===== src/rtl/layer_seq_pkg.sv =====
// Purpose : shared types for the layer sequencer: FSM state encoding and per-state control vectors.
// Latency : n/a (types and constants only).
// Backpressure: n/a. Optional bias states exist only when LAYER_SEQ_BIAS_EN is defined.
package layer_seq_pkg;

    typedef enum logic [3:0] {
        S_IDLE,
        S_CLEAR,
`ifdef LAYER_SEQ_BIAS_EN
        S_BIAS,
        S_BIAS_ACC,
`endif
        S_FETCH,
        S_ACC,
        S_ACT,
        S_WRITE,
        S_DONE
    } state_t;

    // Control strobes decoded from the current state.
    typedef struct packed {
        logic mem_req;
        logic alu_rst;
        logic alu_en;
        logic act_en;
        logic bias_sel;
        logic out_we;
        logic busy;
        logic done;
    } ctrl_t;

    //                                      req rst en act bs we busy done
    localparam ctrl_t CTRL_IDLE     = ctrl_t'(8'b0___0___0__0___0__0__0____0);
    localparam ctrl_t CTRL_CLEAR    = ctrl_t'(8'b0___1___0__0___0__0__1____0);
    localparam ctrl_t CTRL_BIAS     = ctrl_t'(8'b1___0___0__0___1__0__1____0);
    localparam ctrl_t CTRL_BIAS_ACC = ctrl_t'(8'b0___0___1__0___1__0__1____0);
    localparam ctrl_t CTRL_FETCH    = ctrl_t'(8'b1___0___0__0___0__0__1____0);
    localparam ctrl_t CTRL_ACC      = ctrl_t'(8'b0___0___1__0___0__0__1____0);
    localparam ctrl_t CTRL_ACT      = ctrl_t'(8'b0___0___0__1___0__0__1____0);
    localparam ctrl_t CTRL_WRITE    = ctrl_t'(8'b0___0___0__0___0__1__1____0);
    localparam ctrl_t CTRL_DONE     = ctrl_t'(8'b0___0___0__0___0__0__0____1);

endpackage


===== src/rtl/layer_sequencer_wrap_counter.sv =====
// Purpose : modulo-MODULUS up counter with synchronous clear, increment and terminal-count flag.
// Latency : count updates on the clock edge after clr_i/inc_i; tc_o is combinational from the count.
// Backpressure: none; clr_i has priority over inc_i.
// Ports: clk, rst (async active-high), clr_i, inc_i -> cnt_o (count), tc_o (count == MODULUS-1).
module wrap_counter #(
    parameter int MODULUS = 8,
    parameter int W       = $clog2(MODULUS)
) (
    input  logic         clk,
    input  logic         rst,
    input  logic         clr_i,
    input  logic         inc_i,
    output logic [W-1:0] cnt_o,
    output logic         tc_o
);
    localparam logic [W-1:0] LAST = W'(MODULUS - 1);

    logic [W-1:0] cnt_q;
    logic [W-1:0] cnt_d;

    assign tc_o  = (cnt_q == LAST);
    assign cnt_o = cnt_q;

    always_comb begin
        cnt_d = cnt_q;
        if (clr_i) begin
            cnt_d = '0;
        end else if (inc_i) begin
            cnt_d = tc_o ? '0 : cnt_q + W'(1);
        end
    end

    always_ff @(posedge clk or posedge rst) begin
        if (rst) begin
            cnt_q <= '0;
        end else begin
            cnt_q <= cnt_d;
        end
    end

endmodule


===== src/rtl/layer_sequencer.sv =====
// Purpose : sequences one neural-network layer pass: per neuron clear, (optional bias), N_INPUTS fetch/accumulate, activate, write.
// Latency : 2*N_INPUTS+3 cycles per neuron with mem_ready held high (+2 with bias); done pulses one cycle after the last write.
// Backpressure: FETCH/BIAS hold until mem_ready; abort restarts the current neuron; start is only honoured in IDLE.
// Ports: clk, reset (async active-high), start, abort, mem_ready -> mem_req, w_addr, x_addr, alu_rst, alu_en,
//        act_en, bias_sel, out_we, out_addr, busy, done. All outputs are decoded from registered state/counters.
// Build option: define LAYER_SEQ_BIAS_EN to add the BIAS/BIAS_ACC states (bias word at N_INPUTS*N_NEURONS+n).
module layer_sequencer
    import layer_seq_pkg::*;
#(
    parameter int N_INPUTS  = 8,
    parameter int N_NEURONS = 4,
    parameter int ADDR_W    = 8
) (
    input  logic                          clk,
    input  logic                          reset,
    input  logic                          start,
    input  logic                          abort,
    input  logic                          mem_ready,
    output logic                          mem_req,
    output logic [ADDR_W-1:0]             w_addr,
    output logic [$clog2(N_INPUTS)-1:0]   x_addr,
    output logic                          alu_rst,
    output logic                          alu_en,
    output logic                          act_en,
    output logic                          bias_sel,
    output logic                          out_we,
    output logic [$clog2(N_NEURONS)-1:0]  out_addr,
    output logic                          busy,
    output logic                          done
);
    localparam int IW = $clog2(N_INPUTS);
    localparam int NW = $clog2(N_NEURONS);
    localparam logic [ADDR_W-1:0] STRIDE = ADDR_W'(N_INPUTS);
`ifdef LAYER_SEQ_BIAS_EN
    localparam logic [ADDR_W-1:0] BIAS_BASE = ADDR_W'(N_INPUTS * N_NEURONS);
`endif

    state_t        state_q;
    logic [IW-1:0] i_cnt;
    logic [NW-1:0] n_cnt;
    logic          i_tc;
    logic          n_tc;
    logic          abort_hit;
    logic          i_clr;
    logic          i_inc;
    logic          n_clr;
    logic          n_inc;
    ctrl_t         ctrl;

    // Abort only matters while a neuron's partial sum is being built.
    always_comb begin
        abort_hit = 1'b0;
        case (state_q)
            S_FETCH, S_ACC, S_ACT: abort_hit = abort;
`ifdef LAYER_SEQ_BIAS_EN
            S_BIAS, S_BIAS_ACC:    abort_hit = abort;
`endif
            default:               abort_hit = 1'b0;
        endcase
    end

    always_ff @(posedge clk or posedge reset) begin
        if (reset) begin
            state_q <= S_IDLE;
        end else if (abort_hit) begin
            state_q <= S_CLEAR;
        end else begin
            case (state_q)
                S_IDLE:     if (start) state_q <= S_CLEAR;
`ifdef LAYER_SEQ_BIAS_EN
                S_CLEAR:    state_q <= S_BIAS;
                S_BIAS:     if (mem_ready) state_q <= S_BIAS_ACC;
                S_BIAS_ACC: state_q <= S_FETCH;
`else
                S_CLEAR:    state_q <= S_FETCH;
`endif
                S_FETCH:    if (mem_ready) state_q <= S_ACC;
                S_ACC:      state_q <= i_tc ? S_ACT : S_FETCH;
                S_ACT:      state_q <= S_WRITE;
                S_WRITE:    state_q <= n_tc ? S_DONE : S_CLEAR;
                S_DONE:     state_q <= S_IDLE;
                default:    state_q <= S_IDLE;
            endcase
        end
    end

    // i is cleared on every neuron (re)start; clearing it on abort keeps x_addr clean in the CLEAR that follows.
    // Both counters wrap on their last increment, so they are back at 0 by ACT/DONE respectively.
    assign i_clr = ((state_q == S_IDLE) && start) || (state_q == S_CLEAR) || abort_hit;
    assign i_inc = (state_q == S_ACC);
    assign n_clr = (state_q == S_IDLE) && start;
    assign n_inc = (state_q == S_WRITE);

    wrap_counter #(.MODULUS(N_INPUTS), .W(IW)) u_i_cnt (
        .clk   (clk),
        .rst   (reset),
        .clr_i (i_clr),
        .inc_i (i_inc),
        .cnt_o (i_cnt),
        .tc_o  (i_tc)
    );

    wrap_counter #(.MODULUS(N_NEURONS), .W(NW)) u_n_cnt (
        .clk   (clk),
        .rst   (reset),
        .clr_i (n_clr),
        .inc_i (n_inc),
        .cnt_o (n_cnt),
        .tc_o  (n_tc)
    );

    // Moore decode; addresses are only driven in the states that use them.
    always_comb begin
        ctrl     = CTRL_IDLE;
        w_addr   = '0;
        x_addr   = '0;
        out_addr = '0;
        case (state_q)
            S_CLEAR:    ctrl = CTRL_CLEAR;
`ifdef LAYER_SEQ_BIAS_EN
            S_BIAS: begin
                ctrl   = CTRL_BIAS;
                w_addr = BIAS_BASE + ADDR_W'(n_cnt);
            end
            S_BIAS_ACC: ctrl = CTRL_BIAS_ACC;
`endif
            S_FETCH: begin
                ctrl   = CTRL_FETCH;
                x_addr = i_cnt;
                w_addr = ADDR_W'(n_cnt) * STRIDE + ADDR_W'(i_cnt);
            end
            S_ACC:      ctrl = CTRL_ACC;
            S_ACT:      ctrl = CTRL_ACT;
            S_WRITE: begin
                ctrl     = CTRL_WRITE;
                out_addr = n_cnt;
            end
            S_DONE:     ctrl = CTRL_DONE;
            default:    ctrl = CTRL_IDLE;
        endcase
    end

    assign mem_req  = ctrl.mem_req;
    assign alu_rst  = ctrl.alu_rst;
    assign alu_en   = ctrl.alu_en;
    assign act_en   = ctrl.act_en;
    assign bias_sel = ctrl.bias_sel;
    assign out_we   = ctrl.out_we;
    assign busy     = ctrl.busy;
    assign done     = ctrl.done;

endmodule


===== config.mk =====
export PLATFORM = sky130hd
export DESIGN_NAME = layer_sequencer
export DESIGN_NICKNAME = d
export VERILOG_FILES = /design/src/rtl/layer_seq_pkg.sv /design/src/rtl/layer_sequencer_wrap_counter.sv /design/src/rtl/layer_sequencer.sv
export SDC_FILE = /design/constraint.sdc
export NUM_CORES = 1
export LEC_CHECK = 0
export ABC_AREA = 1
export CAP_MARGIN = 10
export CELL_PAD_IN_SITES_DETAIL_PLACEMENT = 1
export CELL_PAD_IN_SITES_GLOBAL_PLACEMENT = 1
export CORE_MARGIN = 5
export CORE_UTILIZATION = 31
export CTS_CLUSTER_DIAMETER = 80
export DETAILED_ROUTE_END_ITERATION = 10
export GPL_TIMING_DRIVEN = 0
export PLACE_DENSITY_LB_ADDON = 0.1
export SYNTH_ARGS = -nofsm -noshare
export SYNTH_HDL_FRONTEND = slang
export SYNTH_SLANG_ARGS = --single-unit

===== constraint.sdc =====
create_clock -name clk -period 2.5 [get_ports clk]
set_input_delay 0.5 -clock clk [delete_from_list [all_inputs] [get_ports clk]]
set_output_delay 0.5 -clock clk [all_outputs]
set_load 0.01 [all_outputs]

# ---- Word level (Yosys, flattened, before mapping)
# Cells that the tools add are included.
dict set report classes {
  reduce_logical 8
  addsub 3
  n_eq_ne 10
  muxes 17
}
# operator n
set ops {}
lappend ops {{case mux 8 bit (6 select lines)} 1}
lappend ops {{case mux 4 bit (6 select lines)} 1}
lappend ops {{two-way mux 3 bit} 6}
lappend ops {{== test 4 x 3 -> 1 bit (second input constant)} 3}
lappend ops {{two-way mux 4 bit} 3}
lappend ops {{== test 4 x 2 -> 1 bit (second input constant)} 2}
lappend ops {{two-way mux 2 bit} 4}
lappend ops {{adder 5 x 3 -> 6 bit} 1}
lappend ops {{two-way mux 6 bit} 1}
lappend ops {{!= test 3 bit (second input constant)} 2}
lappend ops {{== test 4 x 1 -> 1 bit (second input constant)} 1}
lappend ops {{zero test 4 bit} 1}
lappend ops {{nonzero test 2 bit} 2}
lappend ops {{adder 3 x 1 -> 3 bit (second input constant)} 1}
lappend ops {{== test 3 bit (second input constant)} 1}
lappend ops {{OR reduction 3 bit} 1}
lappend ops {{adder 2 x 1 -> 2 bit (second input constant)} 1}
lappend ops {{== test 2 bit (second input constant)} 1}
lappend ops {{logical OR 1 bit} 2}
lappend ops {{AND reduction 2 bit} 1}
lappend ops {{logical AND 1 bit} 1}
lappend ops {{two-way mux 1 bit} 1}
dict set report totals {
  input_bits 5
  out_inout_bits 21
  wordCells 41
  reg_bits 9
}

# ---- Logic depth before layout (Yosys ltp)
dict set report depth {
  ltp_word 5
  ltp_mapped 8
  ltp_nobuf 7
}

# ---- Cells and area by module
# From an unflattened synthesis, not the netlist that was laid out.
dict set report unflattened {
  cells_unflattened 102
  area_unflattened_um2 688.2
}
# module area_each_um2 seq_area_each_um2 cells_per_inst n_inst
set modules_own_cells {}
lappend modules_own_cells {layer_sequencer 425.4 75.1 69 1}
lappend modules_own_cells {{wrap_counter at u_i_cnt} 158.9 75.1 20 1}
lappend modules_own_cells {{wrap_counter at u_n_cnt} 103.8 50.0 13 1}

# ---- Least setup slack after synthesis
# OpenSTA, ideal clock, no wires.
dict set report synth_timing {
  kind {register to output}
  from {register state_q[0]}
  to {output port x_addr[0]}
  n_path_buf 2
  arrival_ns 1.096
  path_stages_with_launch 6
  required_time_ns 2.000
  setup_slack_ns 0.904
  path_cell_list {dfrtp_1 buf_6 inv_1 nand3_2 nor2_1 buf_4}
}
dict set report synth_via {
  elab_chain_len 2
}
# element line_no
set synth_lines {}
lappend synth_lines {{start: declaration} layer_sequencer.sv:38} ;# state_t state_q;
lappend synth_lines {{start signal: assignment} layer_sequencer.sv:78} ;# S_ACC: state_q <= i_tc ? S_ACT : S_FETCH;
lappend synth_lines {{start signal: assignment} layer_sequencer.sv:80} ;# S_WRITE: state_q <= n_tc ? S_DONE : S_CLEAR;
lappend synth_lines {{== test 4 x 2 -> 1 bit} layer_sequencer.sv:118} ;# case (state_q)
lappend synth_lines {{two-way mux 3 bit} layer_sequencer.sv:118}
lappend synth_lines {{end: declaration} layer_sequencer.sv:21} ;# output logic [$clog2(N_INPUTS)-1:0] x_addr,
# No other way between the ends.

# ---- Worst setup path after layout
dict set report layout_timing {
  from {register state_q[0]}
  to {output port x_addr[1]}
}
# Same word-level chain as after synthesis.

==> results list <==
* Final weighted congestion in routability-driven placement: 0.744
- Total die area: 3270 µm²
- Global routing finished with a remaining overflow of 0.
* Instance area after placement: 947 µm²
- Setup violations remaining at the end of the flow were counted as 0.
- The endpoint identified for the worst register-to-register timing path is u_i_cnt.cnt_o[1]$_DFFE_PP0P_.
- Share of the clock period used by the worst path after layout: 0.936
- After the last flow step, the layout net total stands at 135.
* TritonCTS clock tree: done
- In this run the critical register-to-register path is launched from u_i_cnt.cnt_o[0]$_DFFE_PP0P_.
* Setup repair after global routing missed its margin: false
* Post-synth cell types: 22
- The layout has 287 filler cells.
- Across the VDD grid, the largest voltage drop is 0.000292 V.
- Synth warn: 0
- Length of the first detailed-routing pass in iterations: 4
- Clock buffers created by TritonCTS: 3
- The number of endpoints with negative hold slack in the final report came to 0.
- The final number of max-transition violations was 0.
- By startpoint and endpoint, the worst setup path is classified as reg2out.
- The first global-routing pass estimated 2.95 mm of wire.
* Instance count of the mapped netlist: 98
* Max Clock Freq: 0.428 GHz
* Hold crit path type: in2async
* CTS Buffer Depth: 2
- Sorting the synthesized cells by area gives the leading types as sky130_fd_sc_hd__dfrtp_1 (29%), sky130_fd_sc_hd__nand2_1 (9.8%), sky130_fd_sc_hd__inv_1 (9.2%).
* Area of all sequential standard cells: 200 µm²
* Endpoint class of the critical path: output port
- Num ports: 26
- Summing every instance area after synthesis gives 691 µm².
* Total Neg Setup Slack: 0 ps
- Arrival time reported for the critical path endpoint: 1840 ps
- Run status: finished clean
- Initial cell density of the core: 0.318
* Vertical die dimension: 57.2 µm
- After detailed routing, the number of vias per cell comes to 4.29.
- Counting flops with an async set or reset pin after synthesis yields a share of 1.00.
- Data on the critical path is required at its endpoint by 2000 ps.
- The share of the Yosys chip area taken by registers is 0.290.
- Minimum clock period: 2340 ps
- Clk_skew: 3.70 ps
- The repair_antennas step left the layout with diodes totalling 0.
- Core area: 2170 µm²
* Logic depth of the worst register-to-register path: 7
* Clock latency on the worst-skew pair: 250 ps
- Multi-input gate area: 354 µm²
- Number of storage elements in the synthesis netlist: 8
- Number of H-tree branching levels: 1
* Hold Slack: 500 ps
* Total global routing track utilization: 0.113
- Count of port buffers added during placement: 21
* Residual DRC: 0
- Number of violations reported at the end of detailed-routing iteration 0: 4
- Number of enable flip-flop cells after synthesis: 0
- In the final layout, the share of cells above drive strength 1 is 0.216.
* Cell chosen for the clock root: sky130_fd_sc_hd__clkbuf_4
- Clock transition at path regs: 50 ps
- The count of nets left with antenna violations once routing finished came out at 0.
- Worst-path fanout max: 9
- STA classifies the critical path startpoint as a flop.
* # Max-Cap Violations: 0
- The floorplan has 17 rows.
- Among all flip-flop cells after synthesis, the most frequent one is sky130_fd_sc_hd__dfrtp_1.
- The worst register-to-register path has a setup slack of 1230 ps.
- The area growth from synthesis to layout is 41.5%.
* Commonest cells in the synthesized netlist: sky130_fd_sc_hd__nand2_1 (18), sky130_fd_sc_hd__inv_1 (17), sky130_fd_sc_hd__nor2_1 (17), sky130_fd_sc_hd__dfrtp_1 (8), sky130_fd_sc_hd__buf_4 (7)
* Pin count of the biggest net entering global routing: 10
* Number of sinks driven by the clock tree: 8
- Via count of the first global-routing pass: 663
* Final instance area: 977 µm²
- In this run the power density over the cells is 764 nW/µm².
- Hold bufs inserted after CTS: 0
- Portion of synthesized cell area occupied by the leading cell type: 0.290
- Count of vias placed by the detailed router: 656
- Lkg Pwr: 0.504 nW
- Antenna violations before repair: 0
- Average cell area after synthesis: 7.05 µm²
* HPWL after DPL: 1.37 mm
* Post-synthesis cell type with the largest combined area: sky130_fd_sc_hd__dfrtp_1
- Post-route core utilization: 0.450
- The final layout contains routed wiring with a total length of 1.67 mm.
- Average wire per cell in the routed design: 10.9 µm
- Die width: 57.2 µm
- Library cell with the highest instance count after synthesis: sky130_fd_sc_hd__nand2_1
-- final cells by class --
class / count / area share
Inverter: 21 / 0.0819
Clock buffer: 3 / 0.0230
Timing Repair Buffer: 21 / 0.215
Sequential cell: 8 / 0.205
Tap cell: 28 / 0.0359
Buffer: 9 / 0.0768
Multi-Input combinational cell: 63 / 0.362
-- logic make-up after synthesis --
family,after synthesis,share of synthesized area
compound gates,6,0.0471
fa+ha+maj,3,0.0544
buf+inv,30,0.225
flops,8,0.290
other cells,1,0.00543
simple gates,50,0.379
-- worst max-delay path by stage --
| stage | start | endpoint | cells after the start |
|---|---|---|---|
| finish | state_q[0]$_DFFE_PP0P_ | x_addr[1] | 6 |
| global route | state_q[0]$_DFFE_PP0P_ | x_addr[1] | 6 |
| CTS | state_q[0]$_DFFE_PP0P_ | x_addr[1] | 6 |
| detailed placement | state_q[0]$_DFFE_PP0P_ | x_addr[1] | 6 |
| global placement | state_q[0]$_DFFE_PP0P_ | x_addr[0] | 6 |
| floorplan | state_q[0]$_DFFE_PP0P_ | x_addr[0] | 5 |
-- worst max-delay path, stage by stage (launching register included) --
cell                              delay [ps]
sky130_fd_sc_hd__dfrtp_1                 370
sky130_fd_sc_hd__buf_6                   150
sky130_fd_sc_hd__inv_1                   130
sky130_fd_sc_hd__nand3_4                 140
sky130_fd_sc_hd__nor2_1                  160
sky130_fd_sc_hd__buf_4                   120
sky130_fd_sc_hd__clkdlybuf4s50_1         520
-- state kept, by name, summed over array words and instances, names as in the netlist --
| name | count |
|---|---|
| u_i_cnt.cnt_o | 3 |
| state_q | 3 |
| u_n_cnt.cnt_o | 2 |
-- per-stage QoR --
step,power (mW),worst slack [ps],std cells
2_1_floorplan,0.485,904,101
3_3_place_gp,0.643,372,150
3_5_place_dp,0.650,343,150
4_1_cts,0.751,62.5,153
5_1_grt,0.825,53.7,153
6_report,0.746,161,153
-- report_power, final --
part           internal, mW  switching [mW]  total [mW]  leakage [nW]
Sequential            0.155          0.0357       0.191         0.106
Combinational         0.203           0.256       0.459         0.384
Clock                0.0548          0.0414      0.0962        0.0138
-- metal layers --
layer,track usage,share of wire,vias up
met5,0,0,-
met3,0.0317,0.046,0
met4,0.0298,0,0
met1,0.144,0.47,300
met2,0.188,0.49,15
li1,-,-,341
-- placed cells by master, fill, tap and decap left out --
cell type and count:
sky130_fd_sc_hd__nor2_2 1, sky130_fd_sc_hd__buf_4 7, sky130_fd_sc_hd__buf_6 2, sky130_fd_sc_hd__nand3_4 3, sky130_fd_sc_hd__nand3b_1 1, sky130_fd_sc_hd__dfrtp_1 8, sky130_fd_sc_hd__nand3_2 1, sky130_fd_sc_hd__nor2_1 17
sky130_fd_sc_hd__ha_1 3, sky130_fd_sc_hd__nand2_2 4, sky130_fd_sc_hd__nand4_1 1, sky130_fd_sc_hd__nand2_1 18, sky130_fd_sc_hd__nor3_2 2, sky130_fd_sc_hd__inv_2 3, sky130_fd_sc_hd__nand3_1 1, sky130_fd_sc_hd__clkinv_2 1
sky130_fd_sc_hd__nor3_1 1, sky130_fd_sc_hd__o211ai_1 1, sky130_fd_sc_hd__clkdlybuf4s50_1 21, sky130_fd_sc_hd__o21ai_0 4, sky130_fd_sc_hd__inv_1 17, sky130_fd_sc_hd__clkbuf_4 3, sky130_fd_sc_hd__conb_1 4, sky130_fd_sc_hd__o21ai_1 1
-- what timing repair did --
| action | in CTS | in global routing |
|---|---|---|
| buffers inserted | 0 | 0 |
| endpoints found under the setup margin | 0 | 3 |
| gates resized for setup | 0 | 1 |
| endpoints found under the hold margin | 0 | 0 |
No activity file was read; power rests on OpenSTA's default activity.
